`src/rtl/mtr_pkg.sv`:
```
// Shared types and helpers for the multi-channel motor PWM driver.
package mtr_pkg;

  typedef enum logic [1:0] {
    RUN     = 2'd0,
    RAMP_DN = 2'd1,
    DEAD    = 2'd2
  } mtr_state_t;

  // Width of a down-counter that must hold the value prd (at least one bit).
  function automatic int dead_w(input int prd);
    return (prd < 2) ? 1 : $clog2(prd + 1);
  endfunction

endpackage

```
`src/rtl/mtr_ch.sv`:
```
// One motor channel: slew-limited magnitude FSM with reversal dead interval,
// PWM compare against the shared counter, and registered H-bridge outputs.
module mtr_ch
  import mtr_pkg::*;
#(
  parameter int SPD_W     = 11,
  parameter int PWM_W     = 11,
  parameter int SLEW_STEP = 4,
  parameter int DEAD_PRD  = 1
) (
  input  logic             clk,
  input  logic             rst_n,
  input  logic             i_en,
  input  logic             i_prd_end,
  input  logic [PWM_W-1:0] i_cnt,
  input  logic [SPD_W-1:0] i_spd,
  input  logic             i_rev,
  output logic             o_frwrd,
  output logic             o_rev,
  output logic             o_settled
);

  localparam int             DW      = dead_w(DEAD_PRD);
  localparam int             MW      = SPD_W + 1;
  localparam logic [MW-1:0]  STEP    = MW'(SLEW_STEP);
  localparam logic [DW-1:0]  DEAD_LD = DW'(DEAD_PRD);

  mtr_state_t       r_state;
  mtr_state_t       w_state_nxt;
  logic [SPD_W-1:0] r_mag;
  logic [SPD_W-1:0] w_mag_nxt;
  logic             r_dir;
  logic             w_dir_nxt;
  logic [DW-1:0]    r_dead_cnt;
  logic [DW-1:0]    w_dead_nxt;
  logic             r_frwrd;
  logic             r_rev;
  logic             r_settled;
  logic             w_settled_nxt;

  logic [MW-1:0]    w_mag_x;
  logic [MW-1:0]    w_spd_x;
  logic [MW-1:0]    w_up_gap;
  logic [MW-1:0]    w_dn_gap;
  logic [MW-1:0]    w_up;
  logic [MW-1:0]    w_dn;
  logic [MW-1:0]    w_ramp_dn;
  logic [PWM_W-1:0] w_duty;
  logic             w_cmp;

  // Extra headroom bit keeps the step arithmetic from wrapping at either end.
  assign w_mag_x   = {1'b0, r_mag};
  assign w_spd_x   = {1'b0, i_spd};
  assign w_up_gap  = w_spd_x - w_mag_x;
  assign w_dn_gap  = w_mag_x - w_spd_x;
  assign w_up      = w_mag_x + ((w_up_gap < STEP) ? w_up_gap : STEP);
  assign w_dn      = w_mag_x - ((w_dn_gap < STEP) ? w_dn_gap : STEP);
  assign w_ramp_dn = w_mag_x - ((w_mag_x < STEP) ? w_mag_x : STEP);

  assign w_duty = PWM_W'(r_mag) << (PWM_W - SPD_W);
  assign w_cmp  = (i_cnt < w_duty);

  // Next FSM state, magnitude, direction and dead count for a period boundary.
  always_comb begin
    w_state_nxt = r_state;
    w_mag_nxt   = r_mag;
    w_dir_nxt   = r_dir;
    w_dead_nxt  = r_dead_cnt;
    case (r_state)
      RUN: begin
        if (i_rev == r_dir) begin
          if (w_spd_x > w_mag_x) begin
            w_mag_nxt = w_up[SPD_W-1:0];
          end else if (w_mag_x > w_spd_x) begin
            w_mag_nxt = w_dn[SPD_W-1:0];
          end else begin
            w_mag_nxt = r_mag;
          end
        end else if (r_mag == {SPD_W{1'b0}}) begin
          w_state_nxt = DEAD;
          w_dead_nxt  = DEAD_LD;
        end else begin
          w_mag_nxt = w_ramp_dn[SPD_W-1:0];
          if (w_ramp_dn == {MW{1'b0}}) begin
            w_state_nxt = DEAD;
            w_dead_nxt  = DEAD_LD;
          end else begin
            w_state_nxt = RAMP_DN;
          end
        end
      end
      RAMP_DN: begin
        if (i_rev == r_dir) begin
          w_state_nxt = RUN;
        end else begin
          w_mag_nxt = w_ramp_dn[SPD_W-1:0];
          if (w_ramp_dn == {MW{1'b0}}) begin
            w_state_nxt = DEAD;
            w_dead_nxt  = DEAD_LD;
          end else begin
            w_state_nxt = RAMP_DN;
          end
        end
      end
      DEAD: begin
        if (r_dead_cnt <= DW'(1)) begin
          w_state_nxt = RUN;
          w_dead_nxt  = {DW{1'b0}};
          w_dir_nxt   = i_rev;
          w_mag_nxt   = {SPD_W{1'b0}};
        end else begin
          w_dead_nxt = r_dead_cnt - DW'(1);
        end
      end
      default: begin
        w_state_nxt = RUN;
        w_mag_nxt   = {SPD_W{1'b0}};
        w_dir_nxt   = i_rev;
        w_dead_nxt  = {DW{1'b0}};
      end
    endcase
    w_settled_nxt = (w_state_nxt == RUN) && (w_dir_nxt == i_rev) && (w_mag_nxt == i_spd);
  end

  // Channel state and output registers; brake overrides the FSM on any cycle.
  always_ff @(posedge clk) begin
    if (!rst_n) begin
      r_state    <= RUN;
      r_mag      <= {SPD_W{1'b0}};
      r_dir      <= 1'b0;
      r_dead_cnt <= {DW{1'b0}};
      r_frwrd    <= 1'b0;
      r_rev      <= 1'b0;
      r_settled  <= 1'b0;
    end else if (!i_en) begin
      r_state    <= RUN;
      r_mag      <= {SPD_W{1'b0}};
      r_dir      <= i_rev;
      r_dead_cnt <= {DW{1'b0}};
      r_frwrd    <= 1'b0;
      r_rev      <= 1'b0;
      r_settled  <= (i_spd == {SPD_W{1'b0}});
    end else begin
      if (i_prd_end) begin
        r_state    <= w_state_nxt;
        r_mag      <= w_mag_nxt;
        r_dir      <= w_dir_nxt;
        r_dead_cnt <= w_dead_nxt;
        r_settled  <= w_settled_nxt;
      end
      r_frwrd <= w_cmp && !r_dir && (r_state != DEAD);
      r_rev   <= w_cmp &&  r_dir && (r_state != DEAD);
    end
  end

  assign o_frwrd   = r_frwrd;
  assign o_rev     = r_rev;
  assign o_settled = r_settled;

endmodule

```
`src/rtl/mtr_drv_multi.sv`:
```
// N-channel motor PWM driver: one shared period counter feeding NUM_CH
// independent slew-limited channels.
module mtr_drv_multi
  import mtr_pkg::*;
#(
  parameter int NUM_CH    = 2,
  parameter int SPD_W     = 11,
  parameter int PWM_W     = 11,
  parameter int SLEW_STEP = 4,
  parameter int DEAD_PRD  = 1
) (
  input  logic                    clk,
  input  logic                    rst_n,
  input  logic                    en,
  input  logic [NUM_CH*SPD_W-1:0] spd,
  input  logic [NUM_CH-1:0]       rev,
  output logic [NUM_CH-1:0]       PWM_frwrd,
  output logic [NUM_CH-1:0]       PWM_rev,
  output logic [NUM_CH-1:0]       settled,
  output logic                    prd_end
);

  logic [PWM_W-1:0] r_cnt;
  logic [PWM_W-1:0] w_cnt_nxt;
  logic             r_prd_end;

  assign w_cnt_nxt = r_cnt + PWM_W'(1);

  // Free-running period counter; prd_end is registered so it coincides with cnt == all-ones.
  always_ff @(posedge clk) begin
    if (!rst_n) begin
      r_cnt     <= {PWM_W{1'b0}};
      r_prd_end <= 1'b0;
    end else begin
      r_cnt     <= w_cnt_nxt;
      r_prd_end <= (w_cnt_nxt == {PWM_W{1'b1}});
    end
  end

  assign prd_end = r_prd_end;

  for (genvar g = 0; g < NUM_CH; g++) begin : g_ch
    mtr_ch #(
      .SPD_W     (SPD_W),
      .PWM_W     (PWM_W),
      .SLEW_STEP (SLEW_STEP),
      .DEAD_PRD  (DEAD_PRD)
    ) u_ch (
      .clk       (clk),
      .rst_n     (rst_n),
      .i_en      (en),
      .i_prd_end (r_prd_end),
      .i_cnt     (r_cnt),
      .i_spd     (spd[g*SPD_W +: SPD_W]),
      .i_rev     (rev[g]),
      .o_frwrd   (PWM_frwrd[g]),
      .o_rev     (PWM_rev[g]),
      .o_settled (settled[g])
    );
  end

endmodule

```
`config.mk`:
```
export PLATFORM = sky130hd
export DESIGN_NAME = mtr_drv_multi
export DESIGN_NICKNAME = d
export VERILOG_FILES = /design/src/rtl/mtr_pkg.sv /design/src/rtl/mtr_ch.sv /design/src/rtl/mtr_drv_multi.sv
export SDC_FILE = /design/constraint.sdc
export NUM_CORES = 1
export LEC_CHECK = 0
export ABC_AREA = 1
export CELL_PAD_IN_SITES_DETAIL_PLACEMENT = 0
export CELL_PAD_IN_SITES_GLOBAL_PLACEMENT = 1
export CORE_AREA = 2 2 138 140
export CTS_CLUSTER_DIAMETER = 60
export CTS_CLUSTER_SIZE = 24
export DETAILED_ROUTE_END_ITERATION = 6
export DIE_AREA = 0 0 140 142
export GPL_TIMING_DRIVEN = 0
export MAX_ROUTING_LAYER = met4
export PLACE_DENSITY_LB_ADDON = 0.05
export REMOVE_ABC_BUFFERS = 1
export SYNTH_ARGS = -nofsm -noshare
export SYNTH_HDL_FRONTEND = slang
export SYNTH_SLANG_ARGS = --single-unit
```
`constraint.sdc`:
```
create_clock -name clk -period 8.3 [get_ports clk]
set_clock_uncertainty 0.1 [all_clocks]
set_input_delay 2.49 -clock clk [delete_from_list [all_inputs] [get_ports clk]]
set_output_delay 2.49 -clock clk [all_outputs]
set_load 0.02 [all_outputs]
```
==> metrics.md, run 1 <==
| Metric | Value |
|---|---|
| Status | completed |
| CP top delay family | simple AND/OR/NAND/NOR gates |
| Post-Place Cells | 1,713 |
| Worst path slowest cell | clkdlybuf4s50_1 |
| Relative slew slack | 14.0% |
| Hold wc startpoint | g_ch[0].u_ch.r_dir$_SDFFE_PN0P_ |
| Crit path kind | in2reg |
| RSZ-0062 raised after global routing | no |
| # diodes | 0 |
| Tcrit/Tclk final | 90.2% |
| Critical Path Source | spd[13] |
| GRT Total Usage | 30.7% |
| Crit path arrival time | 7.62 ns |
| Mapped Avg Cell Area | 5.98 µm² |
| Startpoint types | primary input |
| Hold buffer count at cts | 0 |
| Final setup violation count | 0 |
| R2r startpoint | g_ch[0].u_ch.r_mag[1]$_SDFFE_PN0P_ |
| Die Span Y | 142 µm |
| Synth cell count leaders | nand2_1 (402), inv_1 (189), nand3_1 (153) |
| Crit Path Max Fanout | 7 |
| CTS Sinks | 46 |
| Post-synth top area cell | nand2_1 |
| CTS max path bufs | 2 |
| FF+latch count, synth | 46 |
| Count leader, synth | nand2_1 |
| HPWL after DPL | 24,200 µm |
| Clock tree from TritonCTS | built |
| Area delta synth->final | 7.25% |
| Power Total | 0.719 mW |
| WP data required | 8.43 ns |
| Cell repeated most along the worst path | nand2_1 |
| First-pass GRT wire length | 46,800 µm |
| TritonRoute pass-1 iters | 7 |
| Initial Util | 47.3% |
| H-tree Lvls | 2 |
| Vias per cell | 5.49 |
| Share of the synthesized area in the top cell type | 17.3% |
| Utilization after layout | 50.7% |
| Post-synthesis sequential area ratio | 10.5% |
| CTS clock-pin slew for the worst setup and hold paths | 0.08 ns |
| WL/cell | 17.3 µm |
| Maximum vdd drop | 0.0000999 V |
| Power per standard cell area | 76.8 nW/µm² |
| Via count | 9,454 |
| Share of post-route cells with drive strength above 1 | 4.71% |
| Setup TNS | 0 ns |
| Yosys warns | 0 |
| Post-DRT Antenna Nets | 0 |
| Post-synth EDFFs | 0 |
| Final wirelength | 29,700 µm |
| Setup Buffers After CTS | 0 |
| Asr flop ratio synth | 0% |
| Drc violations | 0 |
| Hold WS | 0.369 ns |
| Post-place setup slack | 0.565 ns |
| Slew Limit Fails | 0 |
| Finished Cell Area | 9360 µm² |
| Placed cell areas | 9200 µm² |
| CP peak stage delay | 0.61 ns |
| Slew @ Worst Pin | 1.28 ns |
| I/O Pins | 34 |
| Top cells by area, synth | nand2_1 (17%), ha_1 (16%), dfxtp_1 (11%) |
| Clock Root Buffer | clkbuf_16 |
| Layout Nets | 1,630 |
| Post-synth cell types | 50 |
| Vias in the first global route | 8,643 |
| Crit. End Element | register |
| CTS resizes | 0 |
| Type of the tightest min-delay check | reg2reg |
| DIE AREA | 19,900 µm² |
| Setup ws final | 0.812 ns |
| Hold Fails Final Rpt | 0 |
| Cell area after synthesis | 8730 µm² |
| Routability congestion estimate | 0.983 |
| Clock latency on the worst-skew pair | 0.30 ns |
| Leakage | 5.09 nW |
| F_max | 0.134 GHz |
| Ys flop type | dfxtp_1 |
| Core box area | 18,500 µm² |
| Initial antenna violation count | 0 |
| WP buf/inv | 3 |
| Row cnt | 50 |
| CTS buffer count | 5 |
| Chip width | 140 µm |
| Period minus WS final | 7.49 ns |
| Iter 0 DRT Violations | 852 |
| Largest net degree at the start of global routing | 45 |
| Max_cap viols | 0 |
| Fin cells | 1,721 |
| Congestion Overflow GR | 0 |
| Buffers on Ports | 33 |
| Mapped Cells | 1,460 |
flip-flops by register name (all words and copies together), names as in the netlist:
signal	flops
g_ch.u_ch.r_mag	22
r_cnt	11
g_ch.u_ch.r_state	4
g_ch.u_ch.o_frwrd	2
g_ch.u_ch.o_rev	2
g_ch.u_ch.o_settled	2
g_ch.u_ch.r_dir	2
prd_end	1
final cells by class:
type                            instances  area [µm²]
Fill cell                            2005        9090
Multi-Input combinational cell       1199        6900
Sequential cell                        46         921
Inverter                              201         754
Timing Repair Buffer                   33         330
Tap cell                              234         293
Clock buffer                            5         125
Clock inverter                          3        43.8
metal layers:
metal / GRT usage, % / share of wire [%] / up-vias
li1: - / - / 4831
met1: 46.6 / 52 / 4277
met2: 44.5 / 40 / 330
met3: 3.60 / 7.3 / 16
met4: 4.04 / 0.93 / 0
met5: - / 0 / -
layout by cell type (no fill, tap or decap), drive strengths merged:
master,netlist,final
or2,11,11
clkbuf,14,5
nand3b,9,9
clkinv,2,3
o2111a,1,1
inv,199,200
nand2,424,424
nand3,158,158
o211ai,20,20
clkdlybuf4s50,0,33
a21oi,104,104
and3,1,1
a31oi,12,12
a2111oi,1,1
dfxtp,46,46
nor2,104,104
nand4,22,22
and2,1,1
conb,2,31
a221oi,5,5
xnor2,13,13
xor2,40,40
bufinv,0,1
ha,109,109
nor3,11,11
nor4,19,19
o21bai,3,3
a211oi,6,6
or3,1,1
o21ai,74,74
a21boi,1,1
or4,1,1
fa,8,8
o2111ai,2,2
a21o,7,7
path summary, 6_finish.rpt:
check	endpoint	slack, ns	cells after the start
worst max-delay path	g_ch[1].u_ch.o_settled$_SDFFE_PN0P_	0.81	31
worst min-delay path	g_ch[0].u_ch.o_frwrd$_SDFF_PN0_	0.37	1
worst max register to register	g_ch[0].u_ch.o_settled$_SDFFE_PN0P_	2.92	29
worst min register to register	g_ch[0].u_ch.o_frwrd$_SDFF_PN0_	0.37	1
cells by family (layout without fill, tap and decap cells):
kind of cell | Yosys count | in the layout | synth area share [%]
buffers and inverters | 244 | 242 | 11.7
adders and majority gates | 117 | 117 | 17.5
xor gates and xnor gates | 53 | 53 | 5.40
DFF | 46 | 46 | 10.5
other | 2 | 31 | 0.0860
AOI/OAI and AO/OA | 236 | 236 | 15.4
and+or+nand+nor | 762 | 762 | 39.4
report_power, final:
| part | internal (mW) | switching, mW | leakage [nW] |
|---|---|---|---|
| Combinational | 0.0831 | 0.158 | 4.63 |
| Sequential | 0.224 | 0.00354 | 0.372 |
| Clock | 0.143 | 0.107 | 0.0842 |
| Total | 0.450 | 0.269 | 5.09 |
No activity file was read; power rests on OpenSTA's default activity.
==> run 2: changes to the inputs <==
- CAP_MARGIN: default -> 20
==> metrics.md, run 2 (same netlist as run 1, synthesis figures left out) <==
| Metric | Value |
|---|---|
| Finished Cell Area | 9410 µm² (was 9360 µm²) |
| Maximum vdd drop | 0.0000627 V (was 0.0000999 V) |
| Relative slew slack | 41.8% (was 14.0%) |
| Max FFs per register | 22 (unchanged) |
| Row cnt | 50 (unchanged) |
| Clock tree from TritonCTS | built (unchanged) |
| Crit Path Max Fanout | 7 (unchanged) |
| CTS clock-pin slew for the worst setup and hold paths | 0.08 ns (about the same) |
| Die Span Y | 142 µm (unchanged) |
| Cell repeated most along the worst path | nand2_1 (unchanged) |
| Max_cap viols | 0 (unchanged) |
| Slew @ Worst Pin | 0.870 ns (was 1.28 ns) |
| Status | completed (unchanged) |
| H-tree Lvls | 2 (unchanged) |
| WL/cell | 17.3 µm (about the same) |
| Setup TNS | 0 ns (unchanged) |
| Post-place setup slack | 0.510 ns (was 0.565 ns) |
| Power per standard cell area | 76.5 nW/µm² (was 76.8 nW/µm²) |
| CP peak stage delay | 0.61 ns (about the same) |
| WP data required | 8.44 ns (was 8.43 ns) |
| Chip width | 140 µm (unchanged) |
| Vias in the first global route | 8,750 (was 8,643) |
| Tcrit/Tclk final | 90.6% (was 90.2%) |
| Utilization after layout | 51.0% (was 50.7%) |
| F_max | 0.133 GHz (was 0.134 GHz) |
| Setup Buffers After CTS | 0 (unchanged) |
| Setup ws final | 0.783 ns (was 0.812 ns) |
| TritonRoute pass-1 iters | 7 (unchanged) |
| HPWL after DPL | 24,400 µm (was 24,200 µm) |
| Clock Root Buffer | clkbuf_16 (unchanged) |
| Slew Limit Fails | 0 (unchanged) |
| Commonest non-fill, non-tap cell in the layout | nand2_1 (unchanged) |
| # diodes | 0 (unchanged) |
| Post-DRT Antenna Nets | 0 (unchanged) |
| Placed cell areas | 9240 µm² (was 9200 µm²) |
| Leakage | 5.11 nW (was 5.09 nW) |
| Hold buffer count at cts | 0 (unchanged) |
| Worst path slowest cell | clkdlybuf4s50_1 (unchanged) |
| Clock latency on the worst-skew pair | 0.31 ns (was 0.30 ns) |
| Share of post-route cells with drive strength above 1 | 4.84% (was 4.71%) |
| Congestion Overflow GR | 0 (unchanged) |
| Largest registers | g_ch.u_ch.r_mag x22, r_cnt x11, g_ch.u_ch.r_state x4 (unchanged) |
| Iter 0 DRT Violations | 861 (was 852) |
| CTS Sinks | 46 (unchanged) |
| Core box area | 18,500 µm² (unchanged) |
| CTS max path bufs | 2 (unchanged) |
| Initial antenna violation count | 0 (unchanged) |
| Initial Util | 47.3% (unchanged) |
| Most frequent cells in the layout | nand2_1 (402), inv_1 (189), nand3_1 (153) (unchanged) |
| I/O Pins | 34 (unchanged) |
| Via count | 9,557 (was 9,454) |
| Area delta synth->final | 7.80% (was 7.25%) |
| Top reg by flops | g_ch.u_ch.r_mag (unchanged) |
| Drc violations | 0 (unchanged) |
| Type of the tightest min-delay check | reg2reg (unchanged) |
| Startpoint types | primary input (unchanged) |
| DIE AREA | 19,900 µm² (unchanged) |
| CTS buffer count | 5 (unchanged) |
| Vias per cell | 5.55 (was 5.49) |
| Routability congestion estimate | 0.983 (unchanged) |
| Final setup violation count | 0 (unchanged) |
| RSZ-0062 raised after global routing | no (unchanged) |
| Crit. End Element | register (unchanged) |
| Hold WS | 0.370 ns (was 0.369 ns) |
| Crit path kind | in2reg (unchanged) |
| Layout Nets | 1,632 (was 1,630) |
| Hold Fails Final Rpt | 0 (unchanged) |
| Largest net degree at the start of global routing | 36 (was 45) |
| CP top delay family | simple AND/OR/NAND/NOR gates (unchanged) |
| R2R Setup Slk | 2.89 ns (was 2.92 ns) |
| Buffers on Ports | 33 (unchanged) |
| First-pass GRT wire length | 47,100 µm (was 46,800 µm) |
| WP buf/inv | 3 (unchanged) |
| GRT Total Usage | 30.9% (was 30.7%) |
| Crit path arrival time | 7.65 ns (was 7.62 ns) |
| CTS resizes | 0 (unchanged) |
| Final wirelength | 29,800 µm (was 29,700 µm) |
| Period minus WS final | 7.52 ns (was 7.49 ns) |
==> run 2: changes by cell type in the layout (fill, tap and decap cells not counted), sizes merged <==
| cell | change |
|---|---|
| buf | +2 |
==> run 2: final cells by class <==
type,instances,area (µm²)
inverters,201,754
well taps,234,293
fillers,2085,9040
clock buffers,5,125
clock inverters,3,43.8
multi-input cells,1199,6900
flip-flops and latches,46,921
repair buffers,35,378
==> run 2: path summary, 6_finish.rpt <==
check | startpoint | to | cells after the start
min | g_ch[0].u_ch.r_dir$_SDFFE_PN0P_ | g_ch[0].u_ch.o_frwrd$_SDFF_PN0_ | 1
max | spd[15] | g_ch[1].u_ch.o_settled$_SDFFE_PN0P_ | 31
max reg2reg | g_ch[0].u_ch.r_mag[1]$_SDFFE_PN0P_ | g_ch[0].u_ch.o_settled$_SDFFE_PN0P_ | 30
min reg2reg | g_ch[0].u_ch.r_dir$_SDFFE_PN0P_ | g_ch[0].u_ch.o_frwrd$_SDFF_PN0_ | 1
==> run 2: where the power goes <==
part	internal, mW	switching (mW)	total (mW)
clock network	0.143	0.107	0.251
registers	0.224	0.00350	0.227
logic	0.0844	0.158	0.242
==> run 2: metrics by stage <==
stage	std cells	power, mW
after floorplan	1446	0.393
after global placement	1713	0.467
after detailed placement	1715	0.469
after CTS	1723	0.718
after global routing	1723	0.759
final	1723	0.720
==> run 2: layer usage <==
metal	GRT usage [%]	wire [µm]
met4	5.16	328
met3	3.50	2250
met2	44.6	12000
met1	46.6	15300
met5	-	0
